File: config.mk
export PLATFORM = sky130hd
export DESIGN_NAME = seq_pattern_detector
export DESIGN_NICKNAME = d
export VERILOG_FILES = /design/src/rtl/seq_pattern_detector.sv
export SDC_FILE = /design/constraint.sdc
export NUM_CORES = 1
export LEC_CHECK = 0
export CAP_MARGIN = 20
export CORE_UTILIZATION = 39
export CTS_BUF_LIST = sky130_fd_sc_hd__clkbuf_16
export DETAILED_ROUTE_END_ITERATION = 10
export PLACE_DENSITY_LB_ADDON = 0.12
export SETUP_SLACK_MARGIN = 0.15
export SYNTH_ARGS = -nofsm -noshare
export SYNTH_HDL_FRONTEND = slang
export SYNTH_SLANG_ARGS = --single-unit
export TNS_END_PERCENT = 5
File: constraint.sdc
create_clock -name clk -period 2.7 [get_ports clk]
set_clock_uncertainty 0.1 [all_clocks]
set_input_delay 0.81 -clock clk [delete_from_list [all_inputs] [get_ports clk]]
set_output_delay 0.81 -clock clk [all_outputs]
set_load 0.05 [all_outputs]
File: src/rtl/seq_pattern_detector.sv
// rtl/seq_pattern_detector.sv - parametrised serial bit-pattern detector
// Moore/Mealy output, overlap or non-overlap matching, sample enable, saturating match counter.
module seq_pattern_detector #(
  parameter int                 PAT_W   = 2,
  parameter logic [PAT_W-1:0]   PATTERN = 2'b01,
  parameter bit                 OVERLAP = 1'b1,
  parameter bit                 MOORE   = 1'b1,
  parameter int                 CNT_W   = 8
) (
  input  logic             clk,
  input  logic             reset,
  input  logic             a,
  input  logic             en,
  input  logic             clear,
  output logic             y,
  output logic [CNT_W-1:0] match_count,
  output logic             count_sat
);

  localparam int              VC_W   = $clog2(PAT_W + 1);
  localparam logic [VC_W-1:0] VC_MAX = VC_W'(PAT_W);
  localparam logic [VC_W-1:0] VC_ARM = VC_W'(PAT_W - 1);

  logic [PAT_W-1:0] hist;
  logic [PAT_W-1:0] win;
  logic [VC_W-1:0]  vcnt;
  logic [VC_W-1:0]  vcnt_nxt;
  logic [CNT_W-1:0] cnt_nxt;
  logic             sample;
  logic             hit;

  assign sample = en && !clear;
  assign win    = {hist[PAT_W-2:0], a};
  // vcnt keeps bits from before reset/clear (or consumed by a non-overlap match) out of the window
  assign hit    = sample && (win == PATTERN) && (vcnt >= VC_ARM);

  always_comb begin
    vcnt_nxt = vcnt;
    if (hit && !OVERLAP) begin
      vcnt_nxt = '0;
    end else if (vcnt != VC_MAX) begin
      vcnt_nxt = vcnt + 1'b1;
    end
  end

  always_comb begin
    cnt_nxt = match_count;
    if (hit && !(&match_count)) begin
      cnt_nxt = match_count + 1'b1;
    end
  end

  always_ff @(posedge clk or posedge reset) begin
    if (reset) begin
      hist        <= '0;
      vcnt        <= '0;
      match_count <= '0;
      count_sat   <= 1'b0;
    end else if (clear) begin
      hist        <= '0;
      vcnt        <= '0;
      match_count <= '0;
      count_sat   <= 1'b0;
    end else if (en) begin
      hist        <= win;
      vcnt        <= vcnt_nxt;
      match_count <= cnt_nxt;
      count_sat   <= &cnt_nxt;
    end
  end

  generate
    if (MOORE) begin : g_moore
      logic y_q;
      always_ff @(posedge clk or posedge reset) begin
        if (reset) begin
          y_q <= 1'b0;
        end else begin
          y_q <= hit;
        end
      end
      assign y = y_q;
    end else begin : g_mealy
      assign y = hit;
    end
  endgenerate

endmodule
==> results.md <==
* Setup Viol. Count Final at 0
* Die area at 2138 um2
* HPWL after DPL at 1083 um
* Critical Path Sink Type: flip-flop
* Synthesis-stage register bit count at 13
* Initial DRC Count at 17
* Leak at 0.4453 nW
* DRC Markers at 0
* Cells after synthesis at 76
* Synth top area cells: dfrtp_1 (43%), xnor2_1 (8.0%), nor2_1 (5.9%)
* Pwr dens at 496.1 nW/um2
* Vias per inst at 4.934
* Req. time, crit path at 2.73 ns
* Final core occ at 0.5965
* Longest Clk Path Bufs at 2
* Ant. Diodes at 0
* # IOs at 15
* Initial antenna violation count at 0
* Met2 WL at 746 um
* Hold Crit Class: reg -> reg
* Final period util at 0.9276
* Top cells by count, synth: dfrtp_1 (13), nor2_1 (12), xnor2_1 (7)
* Crit-path leading delay family: simple AND/OR/NAND/NOR gates
* Row cnt at 15
* Root buf cell: clkbuf_16
* Core area at 1783 um2
* Largest area contributor in the netlist: dfrtp_1
* Number of global-route vias before repair at 553
* Clock Latency Late Sink at 0.24 ns
* Slowest CP cell: or4b_4
* Post-CTS Setup Bufs at 0
* CP Launch Type: input pin
* M1 WL at 691 um
* Layout cells sized above 1 at 0.1959
* Max Freq at 399.3 MHz
* Layout Nets at 106
* Pre-antenna DRT Iters at 3
* Via Count at 602
* Seq/Total Area, Yosys at 0.4262
* Die Span Y at 46.24 um
* Detail Route met3 WL at 45 um
* Synthesis-to-layout area growth at 39.34%
* Routability cong. at 0.7974
* Clock sink count at 13
* Largest net degree at the start of global routing at 14
* Synth cell types at 26
* First-pass GRT wire length at 2456 um
* Slew @ Worst Pin at 0.4943 ns
* Critical path type: in -> reg
* WP buf/inv at 2
* Mapped Area at 763.2 um2
* Synth Net Count at 84
* Routed Antenna Nets at 0
* Htree depth at 1
* CTS buffer count at 3
* Post-synth ARST share at 1.000
* Slew Viols, Final at 0
* Initial core utilization at 0.4281
* Mean Syn Cell Area at 10.04 um2
* Cell area after layout at 1064 um2
* DR WL/cell at 12.43 um
* Slowest stage delay, CP at 0.51 ns
* Worst vdd ir at 0.3447 mV
* PortBufs at 14
* Post-synth top flop: dfrtp_1
* Final hold vios at 0
* Status: finished clean
* Unrepaired setup endpoints after global routing: true
* Minimum clock period at 2.504 ns
* Post-DP Area at 957.2 um2
* CP cell instances: clkdlybuf4s50_1 > nand2b_1 > or4b_4 > buf_6 > nor3_1 > xnor2_1 > nor2_1
* Die width at 46.24 um
* Routed WL at 1517 um
* Final global-route overflow total at 0
* Yosys top cell area share at 0.4262
* CP arrival at 2.53 ns
* GRT Overall Usage at 0.1680
* CTS tree: built
* Max-cap violations at 0
* Most common cell in the netlist: dfrtp_1
* Relative slew slack at 0.6694
* Clock Pin Slew Worst Setup and Hold Paths at 0.04 ns
* Number of enable flip-flop cells after synthesis at 0
* Synth warnings at 0
* Top routing layer used: met4
* Crit path max fanout at 10
==> kinds of logic (layout without fill, tap and decap cells) <==
kind of cell               count (synthesis)  after routing  synth area share
adders and majority gates                  3              3           0.04919
buffers and inverters                      7             28           0.04426
muxes                                      2              2           0.03278
xor gates and xnor gates                   7              7           0.08033
DFF                                       13             13            0.4262
and+or+nand+nor                           36             36            0.3066
AOI/OAI and AO/OA                          8              8           0.06065
==> placed cells by master, fill, tap and decap left out, drive strengths merged, types with 4 or more instances in the layout <==
| master | n |
|---|---|
| nor2 | 12 |
| inv | 6 |
| nand2 | 5 |
| dfrtp | 13 |
| nand3 | 4 |
| clkdlybuf4s50 | 14 |
| nor3 | 4 |
| xnor2 | 7 |
| buf | 5 |
==> state kept, by name, indices dropped and copies added, names as in the netlist <==
register and cells:
count_sat 1, hist 1, match_count 8, vcnt 2, y 1
==> power by group <==
part | switching (W) | internal (W) | total [W]
clock network | 0.0000795 | 0.000195 | 0.000275
logic | 0.0000261 | 0.0000220 | 0.0000481
registers | 0.00000387 | 0.000201 | 0.000205
==> final cells by class <==
type	count	area, um2
clock buffers	3	75.07
clock inverters	1	3.754
fillers	151	719.4
inverters	5	18.77
multi-input cells	56	427.9
flip-flops and latches	13	325.3
well taps	25	31.28
repair buffers	19	181.4
==> worst reg2reg max path: cells and delay by family, from the launching register on <==
family                     cells  cell delay [ns]
DFF                            1             0.35
adders and majority gates      1             0.18
buffers and inverters          2             0.24
and+or+nand+nor                4             0.97
xor gates and xnor gates       1             0.17
==> path summary, 6_finish.rpt <==
| kind | start | to | slack [ns] | cells past startpoint |
|---|---|---|---|---|
| max | a | match_count[4] | 0.20 | 7 |
| min | count_sat | count_sat | 0.38 | 2 |
| max reg2reg | vcnt[0] | match_count[4] | 0.57 | 8 |
| min reg2reg | count_sat | count_sat | 0.38 | 2 |
| max in group asynchronous | reset | match_count[2] | 1.38 | 2 |
| min in group asynchronous | reset | match_count[0] | 0.79 | 2 |
==> per-stage QoR <==
step           hold WS, ns  instances  TNS (ns)  setup WS (ns)   power, W
2_1_floorplan       0.3880         76         0         0.3594  0.0002375
3_3_place_gp        0.3692        118   -0.1451       -0.05391  0.0002552
3_5_place_dp        0.3751        118   -0.2578        -0.1253  0.0002557
4_1_cts             0.3922        122         0         0.1639  0.0005328
5_1_grt             0.4347        122         0         0.1211  0.0005434
6_report            0.3824        122         0         0.1955  0.0005277
==> metal layers <==
layer / track usage / vias up
met5: 0 / -
met4: 0.08824 / 0
met3: 0.03529 / 5
met2: 0.2366 / 12
met1: 0.2384 / 284
li1: - / 301
==> timing repair <==
action / 4_1_cts / 5_1_grt
setup endpoints to repair: 1 / 5
pin swaps: 2 / 1
gates cloned: 0 / 0
resized for setup: 4 / 3
hold buffers: 0 / 0
Note: power is estimated with default switching activity, not from simulation.
